$ cat config.mk
export PLATFORM = sky130hd
export DESIGN_NAME = pc_sequencer
export DESIGN_NICKNAME = d
export VERILOG_FILES = /design/src/rtl/pc_sequencer.sv
export SDC_FILE = /design/constraint.sdc
export NUM_CORES = 1
export LEC_CHECK = 0
export ABC_AREA = 0
export BUFFER_PORTS_ARGS = -buffer_cell sky130_fd_sc_hd__buf_2
export CAP_MARGIN = 25
export CORE_UTILIZATION = 54
export CTS_CLUSTER_SIZE = 10
export DETAILED_ROUTE_END_ITERATION = 12
export GPL_TIMING_DRIVEN = 0
export HOLD_SLACK_MARGIN = 0.02
export PLACE_DENSITY = 0.93
export SKIP_CTS_REPAIR_TIMING = 1
export SLEW_MARGIN = 0
export SYNTH_ARGS = -nofsm -noshare
export SYNTH_HDL_FRONTEND = slang
export SYNTH_SLANG_ARGS = --single-unit
$ cat constraint.sdc
create_clock -name clk -period 6.8 [get_ports clk]
set_input_delay 0 -clock clk [delete_from_list [all_inputs] [get_ports clk]]
set_output_delay 0 -clock clk [all_outputs]
set_load 0.02 [all_outputs]
$ cat src/rtl/pc_sequencer.sv
// pc_sequencer: multi-cycle instruction sequencer for the NPC core.
// Owns the PC and fetches one instruction at a time over a valid/ready port.
// It then holds the instruction for decode/execute and waits for exu_done.
// Finally it forms the next PC from the (pca_src, pcb_src) adder selects.
// It halts on ebreak and traps on a misaligned target.
//
// Ports:
//   clk, rst                        rising-edge clock, async active-high reset
//   ifu_req_valid/ready/addr        fetch request (addr is always pc)
//   ifu_rsp_valid/ready/inst        fetch response
//   inst_valid, inst, pc            current instruction to decode/execute
//   exu_done, halt_req              execute completion and ebreak request
//   pca_src, pcb_src, imm, rs1,
//   is_jalr                         branch target operands
//   retire                          one pulse per completed instruction (comb)
//   halted, misalign, misalign_addr sticky terminal status
module pc_sequencer #(
    parameter int unsigned     XLEN     = 32,
    parameter logic [XLEN-1:0] RESET_PC = XLEN'(32'h8000_0000)
) (
    input  logic            clk,
    input  logic            rst,
    output logic            ifu_req_valid,
    input  logic            ifu_req_ready,
    output logic [XLEN-1:0] ifu_req_addr,
    input  logic            ifu_rsp_valid,
    output logic            ifu_rsp_ready,
    input  logic [31:0]     ifu_rsp_inst,
    output logic            inst_valid,
    output logic [31:0]     inst,
    output logic [XLEN-1:0] pc,
    input  logic            exu_done,
    input  logic            pca_src,
    input  logic            pcb_src,
    input  logic [XLEN-1:0] imm,
    input  logic [XLEN-1:0] rs1,
    input  logic            is_jalr,
    input  logic            halt_req,
    output logic            retire,
    output logic            halted,
    output logic            misalign,
    output logic [XLEN-1:0] misalign_addr
);

    typedef enum logic [2:0] {
        S_FETCH,
        S_WAIT,
        S_EXEC,
        S_HALT,
        S_TRAP
    } state_t;

    state_t          state;
    state_t          state_next;
    logic [XLEN-1:0] pc_next;
    logic [31:0]     inst_next;
    logic [XLEN-1:0] misalign_addr_next;
    logic            halted_next;
    logic            misalign_next;

    logic [XLEN-1:0] add_a;
    logic [XLEN-1:0] add_b;
    logic [XLEN-1:0] target;
    logic            target_bad;

    assign ifu_req_addr = pc;

    // Branch target: (4 | imm) + (pc | rs1), jalr clears bit 0, then alignment test
    always_comb begin
        add_a      = pca_src ? imm : XLEN'(4);
        add_b      = pcb_src ? rs1 : pc;
        target     = add_a + add_b;
        if (is_jalr) begin
            target[0] = 1'b0;
        end
        target_bad = (target[1:0] != 2'b00);
    end

    // Next-state, datapath updates and handshake outputs
    always_comb begin
        state_next         = state;
        pc_next            = pc;
        inst_next          = inst;
        misalign_addr_next = misalign_addr;
        halted_next        = halted;
        misalign_next      = misalign;
        ifu_req_valid      = 1'b0;
        ifu_rsp_ready      = 1'b0;
        inst_valid         = 1'b0;
        retire             = 1'b0;

        case (state)
            S_FETCH: begin
                // State already sits in FETCH while rst is held; keep the request quiet then
                ifu_req_valid = !rst;
                if (ifu_req_valid && ifu_req_ready) begin
                    state_next = S_WAIT;
                end
            end
            S_WAIT: begin
                ifu_rsp_ready = 1'b1;
                if (ifu_rsp_valid) begin
                    inst_next  = ifu_rsp_inst;
                    state_next = S_EXEC;
                end
            end
            S_EXEC: begin
                inst_valid = 1'b1;
                if (exu_done) begin
                    if (halt_req) begin
                        retire      = 1'b1;
                        halted_next = 1'b1;
                        state_next  = S_HALT;
                    end else if (target_bad) begin
                        // Trapping instruction does not retire
                        misalign_next      = 1'b1;
                        misalign_addr_next = target;
                        state_next         = S_TRAP;
                    end else begin
                        retire     = 1'b1;
                        pc_next    = target;
                        state_next = S_FETCH;
                    end
                end
            end
            S_HALT: begin
                state_next = S_HALT;
            end
            S_TRAP: begin
                state_next = S_TRAP;
            end
            default: begin
                state_next = S_FETCH;
            end
        endcase
    end

    // State and datapath registers
    always_ff @(posedge clk or posedge rst) begin
        if (rst) begin
            state         <= S_FETCH;
            pc            <= RESET_PC;
            inst          <= '0;
            misalign_addr <= '0;
            halted        <= 1'b0;
            misalign      <= 1'b0;
        end else begin
            state         <= state_next;
            pc            <= pc_next;
            inst          <= inst_next;
            misalign_addr <= misalign_addr_next;
            halted        <= halted_next;
            misalign      <= misalign_next;
        end
    end

endmodule
==> results of run 1 <==
==> sequential cells by signal, indices dropped and copies added, names as in the netlist <==
signal	count
halted	1
ifu_req_addr	32
inst	32
misalign	1
misalign_addr	32
state	3
==> worst max-delay path by stage <==
stage          slack, ns           endpoint  cells after the start
6_report            3.43   ifu_req_addr[16]                     10
5_1_grt             3.19  misalign_addr[18]                     10
4_1_cts             3.48  misalign_addr[18]                     10
3_5_place_dp        3.20  misalign_addr[18]                     11
3_3_place_gp        3.05  misalign_addr[15]                      2
2_1_floorplan       3.86   ifu_req_addr[31]                     11
==> Yosys cell counts, types with 5 or more instances <==
cell / count / area share, %
clkbuf_1: 28 / 1.7
nand4_1: 10 / 0.99
nor3_1: 5 / 0.39
a21oi_1: 31 / 2.4
o21ai_0: 64 / 5.1
a21o_1: 9 / 1.1
nand3_1: 24 / 1.9
a211o_1: 9 / 1.2
inv_1: 9 / 0.53
xnor2_1: 10 / 1.4
mux2_2: 63 / 11
ha_1: 31 / 6.1
xor2_1: 13 / 1.8
nor2_1: 24 / 1.4
dfrtp_1: 100 / 39
buf_4: 32 / 3.8
and2_1: 38 / 3.8
nand2_1: 98 / 5.8
==> power groups by stage <==
stage	clock [mW]	combinational, mW	sequential [mW]
6_report	0.509	1.92	1.10
4_1_cts	0.512	1.89	1.09
5_1_grt	0.539	2.08	1.14
2_1_floorplan	0	0.944	1.41
3_5_place_dp	0	1.88	1.10
3_3_place_gp	0	1.83	1.08
==> layout make-up <==
type                       instances  share of cell area (%)
multi-input combinational        501                    40.9
buffer                            61                    4.17
clock inverter                     6                   0.656
sequential                       101                    30.1
clock buffer                      10                    2.85
antenna                            2                  0.0596
tap                              143                    2.13
inverter                           9                   0.432
timing repair buffer             274                    18.7
==> through the flow <==
| stage | total power [mW] | cells |
|---|---|---|
| final | 3.53 | 1107 |
| after floorplan | 2.35 | 672 |
| after CTS | 3.49 | 1070 |
| after global routing | 3.76 | 1107 |
| after detailed placement | 2.98 | 1054 |
| after global placement | 2.91 | 1052 |
==> cells in the final DEF (no fill, tap or decap), drive strengths merged, types with 13 or more instances in the layout <==
| cell type | Yosys | final |
|---|---|---|
| and2 | 39 | 39 |
| a21oi | 31 | 31 |
| nand2 | 98 | 98 |
| nand3 | 24 | 24 |
| dfrtp | 100 | 100 |
| xor2 | 13 | 13 |
| ha | 31 | 31 |
| clkbuf | 28 | 38 |
| buf | 33 | 272 |
| dlygate4sd3 | 0 | 35 |
| o21ai | 66 | 66 |
| nor2 | 26 | 26 |
| mux2 | 63 | 63 |
==> routing by layer <==
layer  GRT usage, %  part of all wire (%)  wire length (um)
met1           36.3                    39              7720
met2           51.0                    49              9570
met3           5.17                   7.3              1420
met4           16.8                   4.5               879
met5              0                     0                 0
==> kinds of logic (layout without fill, tap and decap cells) <==
kind of cell               count (synthesis)  in the layout  share of synthesized area (%)
xor gates and xnor gates                  23             23                           3.18
buffers and inverters                     70            360                           6.06
and+or+nand+nor                          230            230                           17.7
DFF                                      101            101                           39.9
AOI/OAI and AO/OA                        152            152                           15.3
other                                      0              2                              0
adders and majority gates                 32             32                           6.44
muxes                                     64             64                           11.4
==> metrics.md, run 1 <==
| Metric | Value |
|---|---|
| EDFF count, synth | `0` |
| IO Port Bufs | `roughly 240` |
| RR Endpoint | `ifu_req_addr[16]` |
| Fin. max-slew vios | `0` |
| Final Cell Area | `0.00839 sq mm` |
| PD cells | `about 420 mW/mm^2` |
| Psw | `1.62 mW` |
| Crit-path max cell delay | `about 0.45 ns` |
| Slowest library cell on the worst path | `a21boi_0` |
| Clk sink count | `a little over 100` |
| Sequential share of power | `31.2%` |
| WP buf/inv | `0` |
| RSZ-0062 raised after global routing | `false` |
| # setup viols final | `0` |
| Final hold slack | `around 0.006 ns` |
| CTS root buf | `clkbuf_16` |
| Register area share after synthesis | `about two fifths` |
| Most common cell on crit path | `o21ai_0` |
| Leak | `approximately 4.3 nW` |
| DR vias/cell | `roughly 5.7` |
| Mapped Area | `0.00634 sq mm` |
| R2R Setup Slk | `3.43 ns` |
| WHS Endpoint | `halted` |
| Rows | `39` |
| Max_slew headroom | `38.3%` |
| Final Skew | `around 0.011 ns` |
| Worst hold start | `halt_req` |
| Routed Antenna Nets | `0` |
| Placement Cell Area | `0.00774 sq mm` |
| CTS buffer count | `9` |
| First-pass GRT wire length | `about 28,000 um` |
| Combinational power share | `a little over half` |
| CP Capture Type | `flop` |
| Crit Path Category | `flop to flop` |
| Hold path cells | `2` |
| Post-synth cell types | `a little under 60` |
| Crit Path Max Fanout | `5` |
| Total Wirelength | `between 15,000 and 20,000 um` |
| Clock Latency Late Sink | `~0.34 ns` |
| Chip height | `around 110 um` |
| Crit path cell chain | `mux2_2, ha_1, fa_1, a21o_1, a221oi_1, o21ai_1, a21boi_0, o21ai_0, xnor2_1, o21ai_0` |
| Initial antenna violation count | `2` |
| Min cycle time layout | `between 3 and 4 ns` |
| Reg-to-Reg Start | `ifu_req_addr[0]` |
| Worst Setup SP | `ifu_req_addr[0]` |
| Drt first pass iters | `5` |
| CP Data Required Time | `about 7.0 ns` |
| Status | `finished, final reports clean` |
| Delay-heaviest family, CP | `compound AO/OA/AOI/OAI gates` |
| Final nets | `1,094` |
| Final hold vios | `0` |
| Pre-CTS setup slack | `3.20 ns` |
| Clk buf depth | `2` |
| R2R depth | `10` |
| Final Wtd Congestion | `approximately 0.9` |
| HP Class | `input port to flop` |
| Overflow after GRT | `0` |
| Worst IR Drop VDD | `0.269 mV` |
| Final worst path period share | `between 40% and 50%` |
| Clock Pin Slew Worst Setup and Hold Paths | `approximately 0.080 ns` |
| Max Clock Freq | `a little under 300 MHz` |
| Synth Instances | `around 670` |
| Initial detailed-routing violation count | `around 400` |
| Clk network pwr share | `between 10 and 15%` |
| Arrival time at the worst endpoint | `approximately 3.6 ns` |
| Number of max-cap violations | `0` |
| H-tree depth | `3` |
| P&R area growth vs syn | `32.4%` |
| CP startpoint kind | `flop` |
| Core footprint | `0.0114 sq mm` |
| Post-route setup TNS | `0 ns` |
| Slew @ Worst Pin | `roughly 0.92 ns` |
| Syn_area_per_cell | `about 9.4 sq um` |
| DRC viols | `0` |
| Detailed Place HPWL | `approximately 14,000 um` |
| Die footprint | `between 0.01 and 0.015 sq mm` |
| Total track usage | `between 30% and 40%` |
| Post-synth top flop | `dfrtp_1` |
| Switching part of the total | `a little under half` |
| Via count | `between 6,000 and 7,000` |
| Syn Nets | `between 800 and 900` |
| Top Ports | `239` |
| Async SR Flop Fraction | `100%` |
| Int Pwr | `1.91 mW` |
| Worst setup margin | `roughly 3.4 ns` |
| Vias in the first global route | `approximately 5,700` |
| Avg WL per Cell | `around 18 um` |
| Area of the multi-input gates | `roughly 0.0034 sq mm` |
| Share of cells above drive strength 1 | `around two fifths` |
| Initial Util | `a little under three fifths` |
| Largest net degree at the start of global routing | `57` |
| Die width | `110 um` |
| Area occupied by registers | `approximately 0.0025 sq mm` |
| Syn. warnings | `0` |
| FF+latch count, synth | `between 100 and 150` |
| # fillers | `824` |
| CTS tree | `yes` |
| Final core occ | `between 70% and 80%` |
Power figures use the tool's default switching activity.
==> run 2, diff against run 1 <==
--- a/config.mk
+++ b/config.mk
@@ -8,12 +8,12 @@
 export ABC_AREA = 0
 export BUFFER_PORTS_ARGS = -buffer_cell sky130_fd_sc_hd__buf_2
 export CAP_MARGIN = 25
-export CORE_UTILIZATION = 54
+export CORE_UTILIZATION = 50
 export CTS_CLUSTER_SIZE = 10
 export DETAILED_ROUTE_END_ITERATION = 12
 export GPL_TIMING_DRIVEN = 0
 export HOLD_SLACK_MARGIN = 0.02
-export PLACE_DENSITY = 0.93
+export PLACE_DENSITY = 0.87
 export SKIP_CTS_REPAIR_TIMING = 1
 export SLEW_MARGIN = 0
 export SYNTH_ARGS = -nofsm -noshare
==> constraint.sdc (replaced) <==
create_clock -name clk -period 3.2 [get_ports clk]
set_input_delay 0 -clock clk [delete_from_list [all_inputs] [get_ports clk]]
set_output_delay 0 -clock clk [all_outputs]
set_load 0.02 [all_outputs]
==> run 2 against run 1 <==
  * Cell count is 2.1% higher
  * Wire length hardly changed
  * Non-clock buffer count stayed put
  * Register-to-register slack worse by 3.4 ns
  * Critical path type unchanged
  * Largest power group unchanged
  * Worst setup slack worse by 3.4 ns
  * Power is 110% higher
  * Clock skew is 0.00088 ns lower
  * Fmax is 7.2% higher
  * Utilization is 4.2 points lower
  * First-iteration DRC count is 4.3% higher
  * Critical path depth is 2 lower
  * Die area is 7.9% higher
==> metrics.md, run 2 (synthesis gave the netlist of run 1 again) <==
| Metric | Value |
|---|---|
| R2R Setup Slk | `between 0.05 and 0.06 ns` |
| Number of max-cap violations | `0` |
| N_diodes | `0` |
| R2R depth | `8` |
| Avg WL per Cell | `17.3 um` |
| Core footprint | `0.0122 sq mm` |
| Drt first pass iters | `5` |
| Max Clock Freq | `roughly 320 MHz` |
| Largest net degree at the start of global routing | `54` |
| Power, Total | `7.45 mW` |
| Share of cells above drive strength 1 | `roughly two fifths` |
| DR vias/cell | `~5.5` |
| CTS root buf | `clkbuf_16` |
| Final Cell Area | `roughly 0.0084 sq mm` |
| DRC viols | `0` |
| Rows | `40` |
| Leak | `4.26 nW` |
| Final hold vios | `0` |
| Most common cell on crit path | `clkbuf_1` |
| Crit Path Max Fanout | `10` |
| Initial detailed-routing violation count | `413` |
| Crit path cell chain | `mux2_2, ha_1, fa_1, or4_1, clkbuf_1, clkbuf_1, nand2_1, o21ai_0` |
| Final worst path period share | `a little over nine tenths` |
| Initial Util | `between 50% and 60%` |
| Critical Path End | `ifu_req_addr[3]` |
| HP Class | `input port to flop` |
| Initial antenna violation count | `0` |
| Crit-path max cell delay | `about 0.55 ns` |
| Pre-CTS setup slack | `-0.352 ns` |
| CTS tree | `yes` |
| Met2 Usage GRT | `between 40% and 50%` |
| Vias in the first global route | `around 5,700` |
| Die width | `approximately 110 um` |
| CTS buffer count | `9` |
| Slew @ Worst Pin | `0.962 ns` |
| IO Port Bufs | `~240` |
| Total Wirelength | `19,600 um` |
| Clk buf depth | `2` |
| M3 GR Usage | `4.02%` |
| First-pass GRT wire length | `~28,000 um` |
| GR Util met1 | `about a third` |
| Die footprint | `about 0.013 sq mm` |
| Most common cell after layout, fill and taps aside | `buf_2` |
| Worst IR Drop VDD | `roughly 0.5 mV` |
| Via count | `around 6,200` |
| Global route hottest layer | `met2` |
| Final Wtd Congestion | `around 0.95` |
| CP startpoint kind | `flop` |
| Most frequent cells in the layout | `buf_2, dfrtp_1, nand2_1` |
| Worst setup margin | `~0.060 ns` |
| Top Ports | `about 240` |
| Min cycle time layout | `roughly 3.1 ns` |
| Reg-to-Reg Start | `ifu_req_addr[0]` |
| Status | `finished, final reports clean` |
| Routed Antenna Nets | `0` |
| Max_slew headroom | `a little over a third` |
| Arrival time at the worst endpoint | `around 3.3 ns` |
| Final Skew | `0.0101 ns` |
| Detailed Place HPWL | `roughly 14,000 um` |
| Overflow after GRT | `0` |
| H-tree depth | `3` |
| CP Data Required Time | `3.37 ns` |
| Clock Latency Late Sink | `around 0.34 ns` |
| Crit Path Category | `flop to flop` |
| Placement Cell Area | `a little under 0.008 sq mm` |
| P&R area growth vs syn | `32.9%` |
| Fin. max-slew vios | `0` |
| # setup viols final | `0` |
| Clk sink count | `between 100 and 150` |
| CP Capture Type | `flop` |
| Final nets | `approximately 1,100` |
| Worst hold start | `ifu_rsp_valid` |
| Worst Setup SP | `ifu_req_addr[0]` |
| RR Endpoint | `ifu_req_addr[3]` |
| Clock Pin Slew Worst Setup and Hold Paths | `roughly 0.070 ns` |
| Post-route setup TNS | `0 ns` |
| PD cells | `884 mW/mm^2` |
| Chip height | `roughly 110 um` |
| Slowest library cell on the worst path | `or4_1` |
| Total track usage | `between 20% and 30%` |
run 2: cell types whose count changed in the layout (fill, tap and decap cells not counted), moves of 2 or more:
cell and change:
clkbuf_2 +3, diode_2 -2, clkinv_4 -2, inv_8 -2
run 2: how the worst min path moves through the flow:
| stage | end | slack (ns) | cells past startpoint |
|---|---|---|---|
| 2_1_floorplan | ifu_req_valid | 0.08 | 1 |
| 3_3_place_gp | inst[0] | 0.23 | 2 |
| 3_5_place_dp | inst[27] | 0.17 | 2 |
| 4_1_cts | inst[27] | -0.19 | 2 |
| 5_1_grt | halted | 0.07 | 2 |
| 6_report | state[1] | 0.03 | 3 |
run 2: critical path, delay by kind of cell (launching register included):
kind	cells	cell delay (ns)
AO/OA/AOI/OAI	1	0.16
adder cells (fa/ha/maj)	2	0.75
buffers and inverters	2	0.62
flip-flops	1	0.41
multiplexers	1	0.31
AND/OR/NAND/NOR	2	0.73
run 2: through the flow:
stage          util, %  hold WS (ns)  cells
3_5_place_dp      64.0         0.169   1079
3_3_place_gp      63.6         0.234   1077
6_report          69.3        0.0273   1130
4_1_cts           66.3        -0.190   1095
2_1_floorplan        -        0.0794    672
5_1_grt           69.3        0.0682   1130
run 2: layout make-up:
type / instances / area (sq um)
plain buffers: 61 / 354
clock buffers: 12 / 246
clock inverters: 4 / 31.3
fillers: 922 / 3740
inverters: 9 / 36.3
multi-input cells: 501 / 3450
flip-flops and latches: 101 / 2530
well taps: 168 / 210
repair buffers: 274 / 1570
run 2: metal layers:
layer	share of wire, %	vias to the layer above
li1	-	2920
met1	41	2971
met2	49	274
met3	6.9	44
met4	2.4	0
met5	0	-
run 2: power breakdown:
group / internal (mW) / switching [mW] / total [mW]
Combinational: 1.62 / 2.45 / 4.07
Sequential: 1.88 / 0.457 / 2.34
Clock: 0.553 / 0.481 / 1.03
Total: 4.06 / 3.39 / 7.45
==> run 3, diff against run 2 <==
==> constraint.sdc (replaced) <==
create_clock -name clk -period 3.2 [get_ports clk]
set_input_delay 0.32 -clock clk [delete_from_list [all_inputs] [get_ports clk]]
set_output_delay 0.32 -clock clk [all_outputs]
set_load 0.02 [all_outputs]
==> run 3 against run 2 <==
  * Non-clock buffer count is 34 lower
  * Critical path depth is 3 higher
  * Sequential cell count stayed put
  * Global-route usage is 1.0 points higher
  * Largest power group unchanged
  * Via count is 2.5% lower
  * Hold slack better by 0.047 ns
  * Clock skew is 0.0012 ns lower
  * Worst setup slack better by 0.046 ns
  * Sequential share of layout area is 1.2 points higher
  * Sequential power is 2% lower
==> metrics.md, run 3 (synthesis gave the netlist of run 1 again) <==
| Metric | Value |
|---|---|
| Detailed Place HPWL | `between 10,000 and 15,000 um` |
| # fillers | `~1,000` |
| Clk buf depth | `2` |
| DRC viols | `0` |
| Clock Latency Late Sink | `around 0.34 ns` |
| Sequential share of power | `between 30% and 40%` |
| Number of max-cap violations | `0` |
| CTS tree | `yes` |
| Worst setup margin | `around 0.11 ns` |
| HP Class | `input port to async pin` |
| Delay-heaviest family, CP | `simple AND/OR/NAND/NOR gates` |
| Final hold vios | `0` |
| Switching part of the total | `approximately 45%` |
| Final Cell Area | `between 0.008 and 0.009 sq mm` |
| CTS root buf | `clkbuf_16` |
| Total track usage | `about 28%` |
| Core footprint | `~0.012 sq mm` |
| Slowest library cell on the worst path | `or4_1` |
| Clock Pin Slew Worst Setup and Hold Paths | `around 0.07 ns` |
| Final core occ | `approximately 67%` |
| Max_slew headroom | `55.8%` |
| Via count | `between 6,000 and 7,000` |
| N_diodes | `0` |
| Max Clock Freq | `323 MHz` |
| Clk network pwr share | `between 10% and 20%` |
| Crit path cell chain | `clkbuf_2, buf_4, mux2_2, ha_1, and2_2, and2_1, nand3_1, a311oi_4, o21ai_2, or4_1, nand4_1` |
| H-tree depth | `3` |
| Combinational power share | `a little over half` |
| Placement Cell Area | `between 0.007 and 0.008 sq mm` |
| Final worst path period share | `a little over nine tenths` |
| Final Wtd Congestion | `0.939` |
| First-pass GRT wire length | `28,900 um` |
| WP buf/inv | `2` |
| Leak | `4.13 nW` |
| Min cycle time layout | `slightly above 3 ns` |
| CP startpoint kind | `input port` |
| Routed Antenna Nets | `0` |
| IO Port Bufs | `between 200 and 250` |
| Crit-path max cell delay | `about 0.54 ns` |
| Share of cells above drive strength 1 | `40.7%` |
| Initial antenna violation count | `0` |
| Clk sink count | `101` |
| Initial Util | `a little over half` |
| CP Data Required Time | `around 3.5 ns` |
| Overflow after GRT | `0` |
| Crit Path Category | `input port to flop` |
| Pre-CTS setup slack | `-0.608 ns` |
| Final Skew | `0.00890 ns` |
| Drt first pass iters | `5` |
| PD cells | `between 900 and 1000 mW/mm^2` |
| Crit Path Max Fanout | `10` |
| Psw | `approximately 3.3 mW` |
| Most common cell after layout, fill and taps aside | `buf_2` |
| Top Ports | `around 240` |
| Fin. max-slew vios | `0` |
| Most frequent cells in the layout | `buf_2, dfrtp_1, nand2_1` |
| Chip height | `about 110 um` |
| DR vias/cell | `between 5 and 6` |
| Avg WL per Cell | `around 17 um` |
| Initial detailed-routing violation count | `around 310` |
| Die width | `115 um` |
| Total Wirelength | `18,500 um` |
| Worst IR Drop VDD | `approximately 0.52 mV` |
| Largest net degree at the start of global routing | `56` |
| Post-route setup TNS | `0 ns` |
| Slew @ Worst Pin | `approximately 0.66 ns` |
| Vias in the first global route | `approximately 5,900` |
| Final hold slack | `around 0.074 ns` |
| Final nets | `around 1,100` |
| Int Pwr | `4.03 mW` |
| Status | `finished, final reports clean` |
| Die footprint | `0.0131 sq mm` |
| Arrival time at the worst endpoint | `approximately 3.4 ns` |
| # setup viols final | `0` |
| Rows | `40` |
| CTS buffer count | `9` |
| P&R area growth vs syn | `27.6%` |
| CP Capture Type | `flop` |
-- run 3: cell type report --
cell class / count / area [sq um] / share of cell area, %
inverters: 9 / 36.3 / 0.449
well taps: 168 / 210 / 2.60
flip-flops and latches: 101 / 2530 / 31.3
clock buffers: 10 / 239 / 2.95
repair buffers: 240 / 1230 / 15.2
clock inverters: 6 / 47.5 / 0.588
multi-input cells: 501 / 3440 / 42.5
plain buffers: 61 / 360 / 4.45
-- run 3: per-layer routing --
metal / track usage [%] / vias to the layer above / part of all wire [%] / routed length [um]
li1: - / 2865 / - / -
met4: 13.2 / 0 / 3.0 / 556
met5: 0 / - / 0 / 0
met3: 3.92 / 45 / 6.6 / 1220
met2: 50.7 / 261 / 49 / 9110
met1: 33.9 / 2882 / 41 / 7600
-- run 3: final timing paths --
check	startpoint	end	slack [ns]	cells after the start
max	pcb_src	ifu_req_addr[31]	0.11	11
min	rst	inst[3]	0.07	2
max reg2reg	ifu_req_addr[0]	ifu_req_addr[19]	0.13	8
min reg2reg	misalign	misalign	0.46	1
max in group asynchronous	rst	ifu_req_addr[31]	2.42	3
min in group clk	ifu_rsp_inst[26]	inst[26]	0.21	2
-- run 3: power groups by stage --
stage | clock (mW) | combinational (mW) | sequential, mW
2_1_floorplan | 0 | 2.01 | 2.99
3_3_place_gp | 0 | 3.92 | 2.28
3_5_place_dp | 0 | 4.00 | 2.31
4_1_cts | 1.06 | 4.03 | 2.29
5_1_grt | 1.12 | 4.36 | 2.36
6_report | 1.06 | 4.03 | 2.29
-- run 3: metrics by stage --
step | cells | total power [mW]
final | 1096 | 7.37
after global routing | 1096 | 7.85
after CTS | 1096 | 7.38
after detailed placement | 1080 | 6.31
after global placement | 1077 | 6.20
after floorplan | 672 | 4.99
